==> config.mk <==
export PLATFORM = sky130hd
export DESIGN_NAME = ibex_load_resp_unit
export DESIGN_NICKNAME = d
export VERILOG_FILES = /design/src/rtl/ibex_load_resp_unit.sv
export SDC_FILE = /design/constraint.sdc
export NUM_CORES = 1
export LEC_CHECK = 0
export ABC_CLOCK_PERIOD_IN_PS = 2000
export BUFFER_PORTS_ARGS = -buffer_cell sky130_fd_sc_hd__buf_4
export CORE_UTILIZATION = 55
export DETAILED_ROUTE_END_ITERATION = 16
export GPL_TIMING_DRIVEN = 0
export PLACE_DENSITY = 0.87
export SYNTH_ARGS = -nofsm -noshare
export SYNTH_HDL_FRONTEND = slang
export SYNTH_SLANG_ARGS = --single-unit
==> constraint.sdc <==
create_clock -name clk_i -period 2 [get_ports clk_i]
set_clock_uncertainty 0.15 [all_clocks]
set_input_delay 0.1 -clock clk_i [delete_from_list [all_inputs] [get_ports clk_i]]
set_output_delay 0.1 -clock clk_i [all_outputs]
set_load 0.05 [all_outputs]
==> src/rtl/ibex_load_resp_unit.sv <==
// ibex_load_resp_unit
//
// Tracks one outstanding load/store and turns its data-bus response beats
// into the LSU writeback signals. Load data is aligned and sign- or
// zero-extended. A misaligned access that the LSU splits into two bus
// transactions is merged from two response beats.
//
// Ports:
//   clk_i, rst_ni        clock, synchronous active-low reset
//   req_valid_i/ready_o  access descriptor handshake from EX
//   req_we_i             1 = store, 0 = load
//   req_type_i           00 word, 01 half, 10 byte, 11 treated as word
//   req_sign_ext_i       sign-extend load data
//   req_offset_i         address bits [1:0]
//   data_rvalid_i        bus response beat
//   data_rdata_i         response read data
//   data_err_i           response error
//   rf_wdata_lsu_o       aligned load result (0 when rf_we_lsu_o is 0)
//   rf_we_lsu_o          register-file write enable for load data
//   lsu_resp_valid_o     access complete (one pulse, on the final beat)
//   lsu_resp_err_o       access completed with error
//   busy_o               an access is outstanding
//
// Handshake: a descriptor transfers on a rising clock edge where both
// req_valid_i and req_ready_o are high. req_ready_o is high in IDLE and in
// the final-beat cycle, so a new access may be accepted in the same cycle
// the previous one completes. req_ready_o depends combinationally on
// data_rvalid_i; req_valid_i must not depend on req_ready_o. There is no
// ready on the response side: every data_rvalid_i beat is consumed.

module ibex_load_resp_unit #(
    parameter logic SplitEnable = 1'b1
) (
    input  logic        clk_i,
    input  logic        rst_ni,
    input  logic        req_valid_i,
    output logic        req_ready_o,
    input  logic        req_we_i,
    input  logic [1:0]  req_type_i,
    input  logic        req_sign_ext_i,
    input  logic [1:0]  req_offset_i,
    input  logic        data_rvalid_i,
    input  logic [31:0] data_rdata_i,
    input  logic        data_err_i,
    output logic [31:0] rf_wdata_lsu_o,
    output logic        rf_we_lsu_o,
    output logic        lsu_resp_valid_o,
    output logic        lsu_resp_err_o,
    output logic        busy_o
);

    typedef enum logic [1:0] {
        IDLE        = 2'd0,
        WAIT_FIRST  = 2'd1,
        WAIT_SECOND = 2'd2
    } state_e;

    state_e      state_q, state_d;
    logic        we_q, we_d;
    logic [1:0]  type_q, type_d;
    logic        sign_ext_q, sign_ext_d;
    logic [1:0]  offset_q, offset_d;
    logic        split_q, split_d;
    logic [31:0] rdata_q, rdata_d;
    logic        err_q, err_d;

    logic        req_is_word, req_is_half, req_split;
    logic        final_beat, accept;
    logic        is_byte_q, is_half_q;
    logic [31:0] shifted, merged, raw, extended;
    logic        resp_err, load_we;

    // Type 11 is illegal and falls through to word handling.
    assign req_is_half = (req_type_i == 2'b01);
    assign req_is_word = (req_type_i != 2'b01) && (req_type_i != 2'b10);
    assign req_split   = SplitEnable &
                         ((req_is_word && (req_offset_i != 2'd0)) ||
                          (req_is_half && (req_offset_i == 2'd3)));

    assign is_half_q = (type_q == 2'b01);
    assign is_byte_q = (type_q == 2'b10);

    assign final_beat = data_rvalid_i &&
                        (((state_q == WAIT_FIRST) && !split_q) ||
                         (state_q == WAIT_SECOND));

    assign req_ready_o = (state_q == IDLE) || final_beat;
    assign accept      = req_valid_i && req_ready_o;
    assign busy_o      = (state_q != IDLE);

    // Next-state and descriptor capture.
    always_comb begin
        state_d    = state_q;
        we_d       = we_q;
        type_d     = type_q;
        sign_ext_d = sign_ext_q;
        offset_d   = offset_q;
        split_d    = split_q;
        rdata_d    = rdata_q;
        err_d      = err_q;

        case (state_q)
            IDLE: begin
                // data_rvalid_i here is spurious and deliberately ignored.
                if (accept) state_d = WAIT_FIRST;
            end
            WAIT_FIRST: begin
                if (data_rvalid_i) begin
                    if (split_q) begin
                        // First half of a split: hold it until beat two.
                        rdata_d = data_rdata_i;
                        err_d   = data_err_i;
                        state_d = WAIT_SECOND;
                    end else begin
                        state_d = accept ? WAIT_FIRST : IDLE;
                    end
                end
            end
            WAIT_SECOND: begin
                if (data_rvalid_i) state_d = accept ? WAIT_FIRST : IDLE;
            end
            default: state_d = IDLE;
        endcase

        if (accept) begin
            we_d       = req_we_i;
            type_d     = req_type_i;
            sign_ext_d = req_sign_ext_i;
            offset_d   = req_offset_i;
            split_d    = req_split;
        end
    end

    always_ff @(posedge clk_i) begin
        if (!rst_ni) begin
            state_q    <= IDLE;
            we_q       <= 1'b0;
            type_q     <= 2'b00;
            sign_ext_q <= 1'b0;
            offset_q   <= 2'd0;
            split_q    <= 1'b0;
            rdata_q    <= 32'h0;
            err_q      <= 1'b0;
        end else begin
            state_q    <= state_d;
            we_q       <= we_d;
            type_q     <= type_d;
            sign_ext_q <= sign_ext_d;
            offset_q   <= offset_d;
            split_q    <= split_d;
            rdata_q    <= rdata_d;
            err_q      <= err_d;
        end
    end

    // Aligned path: move the addressed byte lane down to bit 0.
    assign shifted = data_rdata_i >> {offset_q, 3'b000};

    // Split path: upper bytes of the first beat sit at the bottom, low bytes
    // of the second beat on top. For a half at offset 3 the low 16 bits of
    // the offset-3 word merge are exactly {d[7:0], q[31:24]}.
    always_comb begin
        case (offset_q)
            2'd1:    merged = {data_rdata_i[7:0],  rdata_q[31:8]};
            2'd2:    merged = {data_rdata_i[15:0], rdata_q[31:16]};
            2'd3:    merged = {data_rdata_i[23:0], rdata_q[31:24]};
            default: merged = data_rdata_i;
        endcase
    end

    // rdata_q[7:0] never lands in any merge result.
    logic unused_rdata_low;
    assign unused_rdata_low = ^rdata_q[7:0];

    assign raw = split_q ? merged : shifted;

    always_comb begin
        if (is_byte_q) begin
            extended = {{24{sign_ext_q & raw[7]}}, raw[7:0]};
        end else if (is_half_q) begin
            extended = {{16{sign_ext_q & raw[15]}}, raw[15:0]};
        end else begin
            extended = raw;
        end
    end

    // A first-beat error is remembered and reported only at completion.
    assign resp_err = data_err_i || (split_q && err_q);
    assign load_we  = final_beat && !we_q && !resp_err;

    assign lsu_resp_valid_o = final_beat;
    assign lsu_resp_err_o   = final_beat && resp_err;
    assign rf_we_lsu_o      = load_we;
    // Zero unless writing, so the writeback OR-mux sees no stray bits.
    assign rf_wdata_lsu_o   = load_we ? extended : 32'h0;

`ifndef SYNTHESIS
    // A response with nothing outstanding indicates a bus-side protocol slip.
    spurious_rvalid_a: assert property (@(posedge clk_i) disable iff (!rst_ni)
        !(data_rvalid_i && (state_q == IDLE)))
        else $warning("ibex_load_resp_unit: data_rvalid_i in IDLE ignored");
`endif

endmodule

==> results of run 1 <==
-- through the flow --
stage / hold WS, ns / setup TNS [ns]
after floorplan: 0.0848 / -5.39
after global placement: 0.204 / -10.10
after detailed placement: 0.216 / -11.29
after CTS: 0.0870 / -8.45
-- cell families after synthesis --
family,after synthesis,share of synthesized area (%)
buf+inv,38,6.78
flops,34,20.7
mux,63,29.8
simple gates,141,21.6
fa+ha+maj,1,0.381
compound gates,88,20.7
-- repair_timing --
item	CTS
setup endpoints to repair	32
resized for setup	119
hold buffers	35
endpoints found under the hold margin	33
pin swaps	15
gates cloned	5
setup buffers	20
==> results.md, run 1 <==
* Status: stopped before the end
* Halt point of the flow: global routing
* Stop err: [ERROR DPL-0038] Utilization greater than 100%, impossible to legalize
* Post-synth top area share at 20.7%
* Die Ht at 79.3 um
* Initial core utilization at 58.3%
* Seq/Total Area, Yosys at 20.7%
* Sink Count at 34
* Io pins at 80
* Gate Count Post-Synth at 365
* Synthesized Nets at 409
* Dpl hpwl at 8240 um
* CTS H-tree lvls at 2
* Total CTS buffers at 5
* Synth Flop Type: dfxtp_1
* Yosys reg bits at 34
* Ys async rst share at 0%
* Mapped Area at 3290 sq um
* Placed cell area at 4170 sq um
* Synth cell count leaders: nand2_1, dfxtp_1, mux2i_1
* Root buf cell: clkbuf_8
* Count leader, synth: nand2_1
* EDFF count, synth at 0
* Die width at 79.3 um
* Yosys warnings at 0
* Area leader, netlist: dfxtp_1
* Pin count of the biggest net entering global routing at 11
* Placed Cells at 516
* Syn Area/Cell at 9.01 sq um
* Worst_ep kind: primary output
* Pin ending the worst setup path after global-route repair: rf_wdata_lsu_o[16]
* Routability cong. at 0.984
* Ranking of synthesized cells by area: dfxtp_1, mux4_2, nand2_1
* IO buf count at 79
* Setup WS pre-CTS at -0.478 ns
* Post-synth cell types at 43
* Row cnt at 27
* Max Buffers Root-to-Sink at 2
==> run 2: changes to the inputs <==
CORE_UTILIZATION = 40   (was 55)
PLACE_DENSITY = default   (was 0.87)
PLACE_DENSITY_LB_ADDON = 0.15   (was default)
==> run 2 against run 1 <==
- the flow now finishes, with violations (setup timing)
- synthesized cell count unchanged
- area after synthesis unchanged
==> results.md, run 2 <==
* CTS H-tree lvls at 2 (unchanged)
* Synthesized Nets at 409 (unchanged)
* Max-Cap Viols at 0
* Mapped Area at 3290 sq um (unchanged)
* Post-synthesis compound-gate area fraction at 20.7% (unchanged)
* Via density per instance at 6.27
* EDFF count, synth at 0 (unchanged)
* Sink Count at 34 (unchanged)
* Min Tclk post-route at 2.38 ns
* Crit path top cell by count: buf_8
* Max FO, Critical Path at 10
* Worst EP arrival at 2.13 ns
* Post-synth top area share at 20.7% (unchanged)
* Mux contribution to synthesized area at 29.8% (unchanged)
* Initial antenna violation count at 0
* Status: finished, violations left
* Max reg flops at 24
* Worst relative slew slack at 58.3%
* Number of diodes at 0
* Syn Area/Cell at 9.01 sq um (unchanged)
* CTS tree: done
* Layout Nets at 545
* Yosys reg bits at 34 (unchanged)
* Die Footprint at 8580 sq um
* Setup WS pre-CTS at -0.485 ns (-0.00778 ns)
* Reg-to-reg startpoint: split_q
* Final setup viols at 31
* Flop2flop setup slack at 0.09 ns
* Die width at 92.7 um (+17%)
* Crit end category: output port
* Met2 wire len at 6610 um
* Min-Delay Path Class: in -> reg
* R2R depth at 6
* DRT iter0 DRCs at 380
* Synth cell count leaders: nand2_1, dfxtp_1, mux2i_1
* Ys async rst share at 0% (unchanged)
* Critical path launch point type: flip-flop
* Routability cong. at 0.906 (-8.0%)
* Dpl hpwl at 8560 um (+4.0%)
* Reg clk slew, reported paths at 0.07 ns
* Slowest stage delay, CP at 0.33 ns
* Area leader, netlist: dfxtp_1
* Fill count at 624
* WP buf/inv at 5
* Routed met1 length at 5360 um
* Slew @ Worst Pin at 0.626 ns
* Total number of vias at 3785
* Max Buffers Root-to-Sink at 2 (unchanged)
* Routed wl met3 at 1270 um
* Crit path max-delay family: buffers and inverters
* Hold path startpoint: data_rvalid_i
* Hold depth at 4
* Drt wl/cell at 22.5 um
* Slew Viols, Final at 0
* Final setup margin at -0.384 ns
* Reg-to-Reg End: rdata_q[9]
* Crit-path slowest cell: dfxtp_2
* Hold Fails Final Rpt at 0
* Total grt overflow at 0
* Tcrit/Tclk final at 119%
* Max VDD drop at 0.000353 V
* Global-route wire length before repair at 20500 um
* RSZ-0062 raised after global routing: yes
* Gate Count Post-Synth at 365 (unchanged)
* Final instance area at 5390 sq um
* Syn-to-layout area delta at 64.0%
* Yosys warnings at 0 (unchanged)
* Worst-case hold path end point: state_q[0]
* Most frequent cells in the layout: nand2_1, buf_4, dlygate4sd3_1
* Biggest register: rdata_q
* Post-synth cell types at 43 (unchanged)
* Placed cell area at 4200 sq um (+0.90%)
* Initial core utilization at 41.9% (-16 points)
* Area share of and/or/nand/nor cells after synthesis at 21.6% (unchanged)
* DRC Markers at 0
* Aggregate global-route resource usage at 31.6%
* Root buf cell: clkbuf_8
* Critical path class: reg -> out
* Die Ht at 92.7 um (+17%)
* Count leader, synth: nand2_1
* Lkg Pwr at 1.92 nW
* Worst path cell trace: buf_8 -> buf_8 -> o211ai_1 -> a41oi_4 -> buf_12 -> clkbuf_16 -> nor3_4 -> buf_6
* Drt pass-1 iters at 5
* IO buf count at 79 (unchanged)
* Power per cell area at 458 nW/um^2
* Io pins at 80 (unchanged)
* Final WL at 13600 um
* CP required at 1.75 ns
* Antenna Nets Post-Route at 0
* Failing checks: setup timing
* Core box area at 7850 sq um
* Row cnt at 32 (+19%)
* Share of layout cells above drive strength 1 at 46.4%
* Ranking of synthesized cells by area: dfxtp_1, mux4_2, nand2_1
* Worst skew pair latency at 0.29 ns
* Synth Flop Type: dfxtp_1
* Max layer used: met4
* Adder and majority gate portion of the synthesized area at 0.381% (unchanged)
* F_max at 0.419 GHz
* Post-synthesis xor/xnor area fraction at 0% (unchanged)
* Seq/Total Area, Yosys at 20.7% (unchanged)
* Total CTS buffers at 5 (unchanged)
* Vias in the first global route at 3758
* Main combinational cell family by area after synthesis: multiplexers
* Commonest non-fill, non-tap cell in the layout: nand2_1
* Pin count of the biggest net entering global routing at 11
-- run 2: cell counts after synthesis --
Identical to the previous run, type by type.
-- run 2: layout make-up --
cell class	count	area [sq um]	share of cell area, %
multi-input cells	293	2840	52.7
repair buffers	130	1240	23.0
flip-flops and latches	34	692	12.8
plain buffers	32	380	7.06
well taps	102	128	2.37
clock buffers	7	86.3	1.60
inverters	5	21.3	0.395
clock inverters	1	5.00	0.0928
-- run 2: timing repair --
item | 4_1_cts | 5_1_grt
hold buffers | 37 | 0
pin swaps | 23 | 15
buffers inserted | 8 | 2
gates cloned | 2 | 3
gates resized for setup | 103 | 31
endpoints found under the setup margin | 32 | 35
hold endpoints to repair | 33 | 0
-- run 2: cell families after synthesis --
logic type               count (synthesis)
flip-flops                              34
adder cells (fa/ha/maj)                  1
AO/OA/AOI/OAI                           88
buffers and inverters                   38
multiplexers                            63
AND/OR/NAND/NOR                        141
-- run 2: worst max-delay path by stage --
stage	cells after the start	from	endpoint	slack, ns
floorplan	6	state_q[0]	rf_wdata_lsu_o[21]	-0.24
global placement	8	offset_q[1]	rf_wdata_lsu_o[23]	-0.51
detailed placement	8	offset_q[1]	rf_wdata_lsu_o[23]	-0.49
CTS	9	offset_q[1]	rf_wdata_lsu_o[22]	-0.33
global route	9	offset_q[0]	rf_wdata_lsu_o[21]	-0.45
finish	8	offset_q[0]	rf_wdata_lsu_o[27]	-0.38
-- run 2: layer usage --
metal	GRT usage (%)	vias to the layer above
li1	-	1638
met1	42.4	1858
met2	51.5	245
met3	5.83	44
met4	9.62	0
met5	0	-
-- run 2: worst reg2reg max path, stage by stage, from the launching register on --
cell and delay, ns:
dfxtp_4 0.44, buf_12 0.17, and3_1 0.16, buf_4 0.17, nand2_1 0.07, a21boi_0 0.14, dlygate4sd3_1 0.57
-- run 2: metrics by stage --
stage	power, W	setup TNS [ns]	std cells	hold WS [ns]	util (%)
after floorplan	0.00132	-5.39	365	0.0848	-
after global placement	0.00159	-11.14	546	0.202	53.6
after detailed placement	0.00160	-11.52	546	0.226	53.6
after CTS	0.00240	-9.28	601	0.0618	66.4
after global routing	0.00255	-11.71	604	0.0929	68.7
final	0.00247	-9.60	604	0.0658	68.7
-- run 2: power by group --
part	switching (W)	internal, W	leakage, nW	total, W
combinational	0.000641	0.000553	1.59	0.00119
clock	0.000278	0.000278	0.0482	0.000556
sequential	0.0000263	0.000696	0.278	0.000723
No activity file was read; power rests on OpenSTA's default activity.
==> run 3: changes to the inputs <==
==> constraint.sdc (replaced) <==
create_clock -name clk_i -period 2 [get_ports clk_i]
set_clock_uncertainty 0.15 [all_clocks]
set_input_delay 0.3 -clock clk_i [delete_from_list [all_inputs] [get_ports clk_i]]
set_output_delay 0.3 -clock clk_i [all_outputs]
set_load 0.05 [all_outputs]
==> run 3 against run 2 <==
- the run still ends with setup timing left
- via count is 2.1% lower
- fmax is 7.5% lower
- utilization is 0.46 points lower
- first-iteration DRC count is 5.5% higher
- largest power group unchanged
- total power is 0.97% higher
- highest routed layer unchanged
- critical path type unchanged
- register-to-register slack worse by 0.02 ns
==> results.md, run 3 (same netlist as run 2, synthesis figures left out) <==
* Biggest register: rdata_q
* Final setup viols at 32 (+3.2%)
* Die width at 92.7 um (unchanged)
* Placed cell area at 4200 sq um (unchanged)
* Critical path class: reg -> out
* Worst skew pair latency at 0.30 ns (about the same)
* Commonest non-fill, non-tap cell in the layout: nand2_1
* Fill count at 623 (-0.16%)
* RSZ-0062 raised after global routing: yes
* Row cnt at 32 (unchanged)
* Crit path max-delay family: buffers and inverters
* Total CTS buffers at 5 (unchanged)
* Most frequent cells in the layout: nand2_1, buf_4, buf_6
* Cell Count, Final, Fillers Out at 586 (-3.0%)
* Min-Delay Path Class: in -> reg
* Max FO, Critical Path at 11 (+1)
* Power per cell area at 466 nW/um^2 (+1.7%)
* Reg clk slew, reported paths at 0.07 ns (about the same)
* Slowest stage delay, CP at 0.40 ns (+0.07 ns)
* Critical path launch point type: flip-flop
* Syn-to-layout area delta at 62.9%
* Share of layout cells above drive strength 1 at 52.9% (+6.5 points)
* Final WL at 13800 um (+1.3%)
* Vias in the first global route at 3519 (-6.4%)
* Max Buffers Root-to-Sink at 2 (unchanged)
* Hold Fails Final Rpt at 0 (unchanged)
* Initial antenna violation count at 0 (unchanged)
* Tcrit/Tclk final at 129% (+9.7 points)
* Max VDD drop at 0.000347 V (-1.8%)
* Total number of vias at 3706 (-2.1%)
* Setup WS pre-CTS at -0.668 ns (-0.183 ns)
* Worst EP arrival at 2.13 ns (about the same)
* CTS H-tree lvls at 2 (unchanged)
* Crit path top cell by count: buf_6
* Layout Nets at 527 (-3.3%)
* Global-route wire length before repair at 19400 um (-5.1%)
* Number of diodes at 0 (unchanged)
* Max reg flops at 24 (unchanged)
* DRT iter0 DRCs at 401 (+5.5%)
* Via density per instance at 6.32 (+0.92%)
* Crit end category: output port
* Post-CTS Hold Buffers at 0 (-100%)
* Die Ht at 92.7 um (unchanged)
* Drt wl/cell at 23.5 um (+4.5%)
* Min Tclk post-route at 2.58 ns (+0.193 ns)
* Antenna Nets Post-Route at 0 (unchanged)
* DRC Markers at 0 (unchanged)
* Failing checks: setup timing
* Dpl hpwl at 8280 um (-3.4%)
* CP required at 1.55 ns (-0.20 ns)
* Total grt overflow at 0 (unchanged)
* Placed Cells at 546 (unchanged)
* Routability cong. at 0.868 (-4.1%)
* CTS tree: done
* Status: finished, violations left
* Worst path cell trace: buf_6 -> buf_12 -> clkbuf_16 -> mux2i_2 -> mux2i_1 -> a221oi_2 -> nor3_4 -> buf_6
* Slew Viols, Final at 0 (unchanged)
* Aggregate global-route resource usage at 30.6% (-0.97 points)
* Io pins at 80 (unchanged)
* Initial core utilization at 41.9% (unchanged)
* Final setup margin at -0.577 ns (-0.193 ns)
* Final instance area at 5360 sq um (-0.67%)
* WP buf/inv at 4 (-1)
* Max-Cap Viols at 0 (unchanged)
* Lkg Pwr at 1.91 nW (-0.58%)
* IO buf count at 79 (unchanged)
* Flop2flop setup slack at 0.07 ns (-0.02 ns)
* Drt pass-1 iters at 5 (unchanged)
* Sink Count at 34 (unchanged)
* Core box area at 7850 sq um (unchanged)
* Die Footprint at 8580 sq um (unchanged)
* F_max at 0.388 GHz (-7.5%)
* Worst relative slew slack at 59.7% (+1.4 points)
* Pin count of the biggest net entering global routing at 11 (unchanged)
* Slew @ Worst Pin at 0.604 ns (-0.0216 ns)
* Crit-path slowest cell: a221oi_2
* Root buf cell: clkbuf_8
-- run 3: tightest hold or removal path, cell delays in order --
cell     delay, ns
buf_4         0.07
mux2i_1       0.05
nor2b_1       0.09
-- run 3: what timing repair did --
| item | 4_1_cts | 5_1_grt |
|---|---|---|
| gates cloned | 3 | 4 |
| pin swaps | 26 | 18 |
| resized for setup | 120 | 52 |
| buffers inserted | 20 | 8 |
| endpoints found under the setup margin | 33 | 47 |
-- run 3: power by group --
part	switching [W]	total, W	internal, W
logic	0.000662	0.00122	0.000561
clock network	0.000277	0.000555	0.000278
registers	0.0000223	0.000718	0.000695
-- run 3: cell type report --
type | count | area, sq um | share of cell area (%)
Tap cell | 102 | 128 | 2.38
Buffer | 32 | 422 | 7.87
Clock inverter | 1 | 5.00 | 0.0935
Multi-Input combinational cell | 293 | 2890 | 54.0
Clock buffer | 7 | 86.3 | 1.61
Inverter | 5 | 21.3 | 0.397
Sequential cell | 34 | 694 | 13.0
Timing Repair Buffer | 112 | 1110 | 20.7
-- run 3: path summary, 6_finish.rpt --
check	to	startpoint	cells past startpoint
max reg2reg	rdata_q[23]	state_q[0]	7
max	rf_wdata_lsu_o[29]	offset_q[1]	8
min reg2reg	rdata_q[9]	rdata_q[9]	2
min	sign_ext_q	req_sign_ext_i	3
-- run 3: metal layers --
layer  vias to the layer above  routed length, um  GRT usage (%)
met1                      1789               5170           40.8
li1                       1596                  -              -
met3                        54               1450           5.75
met4                         0                575           11.4
met2                       267               6570           49.3
met5                         -                  0              0
-- run 3: through the flow --
stage	total power (W)	util (%)	setup TNS (ns)	hold WS [ns]
2_1_floorplan	0.00132	-	-11.59	0.284
6_report	0.00250	68.2	-15.68	0.106
4_1_cts	0.00237	64.3	-15.03	0.106
3_5_place_dp	0.00159	53.6	-17.63	0.306
3_3_place_gp	0.00159	53.6	-17.00	0.293
5_1_grt	0.00257	68.2	-17.77	0.139
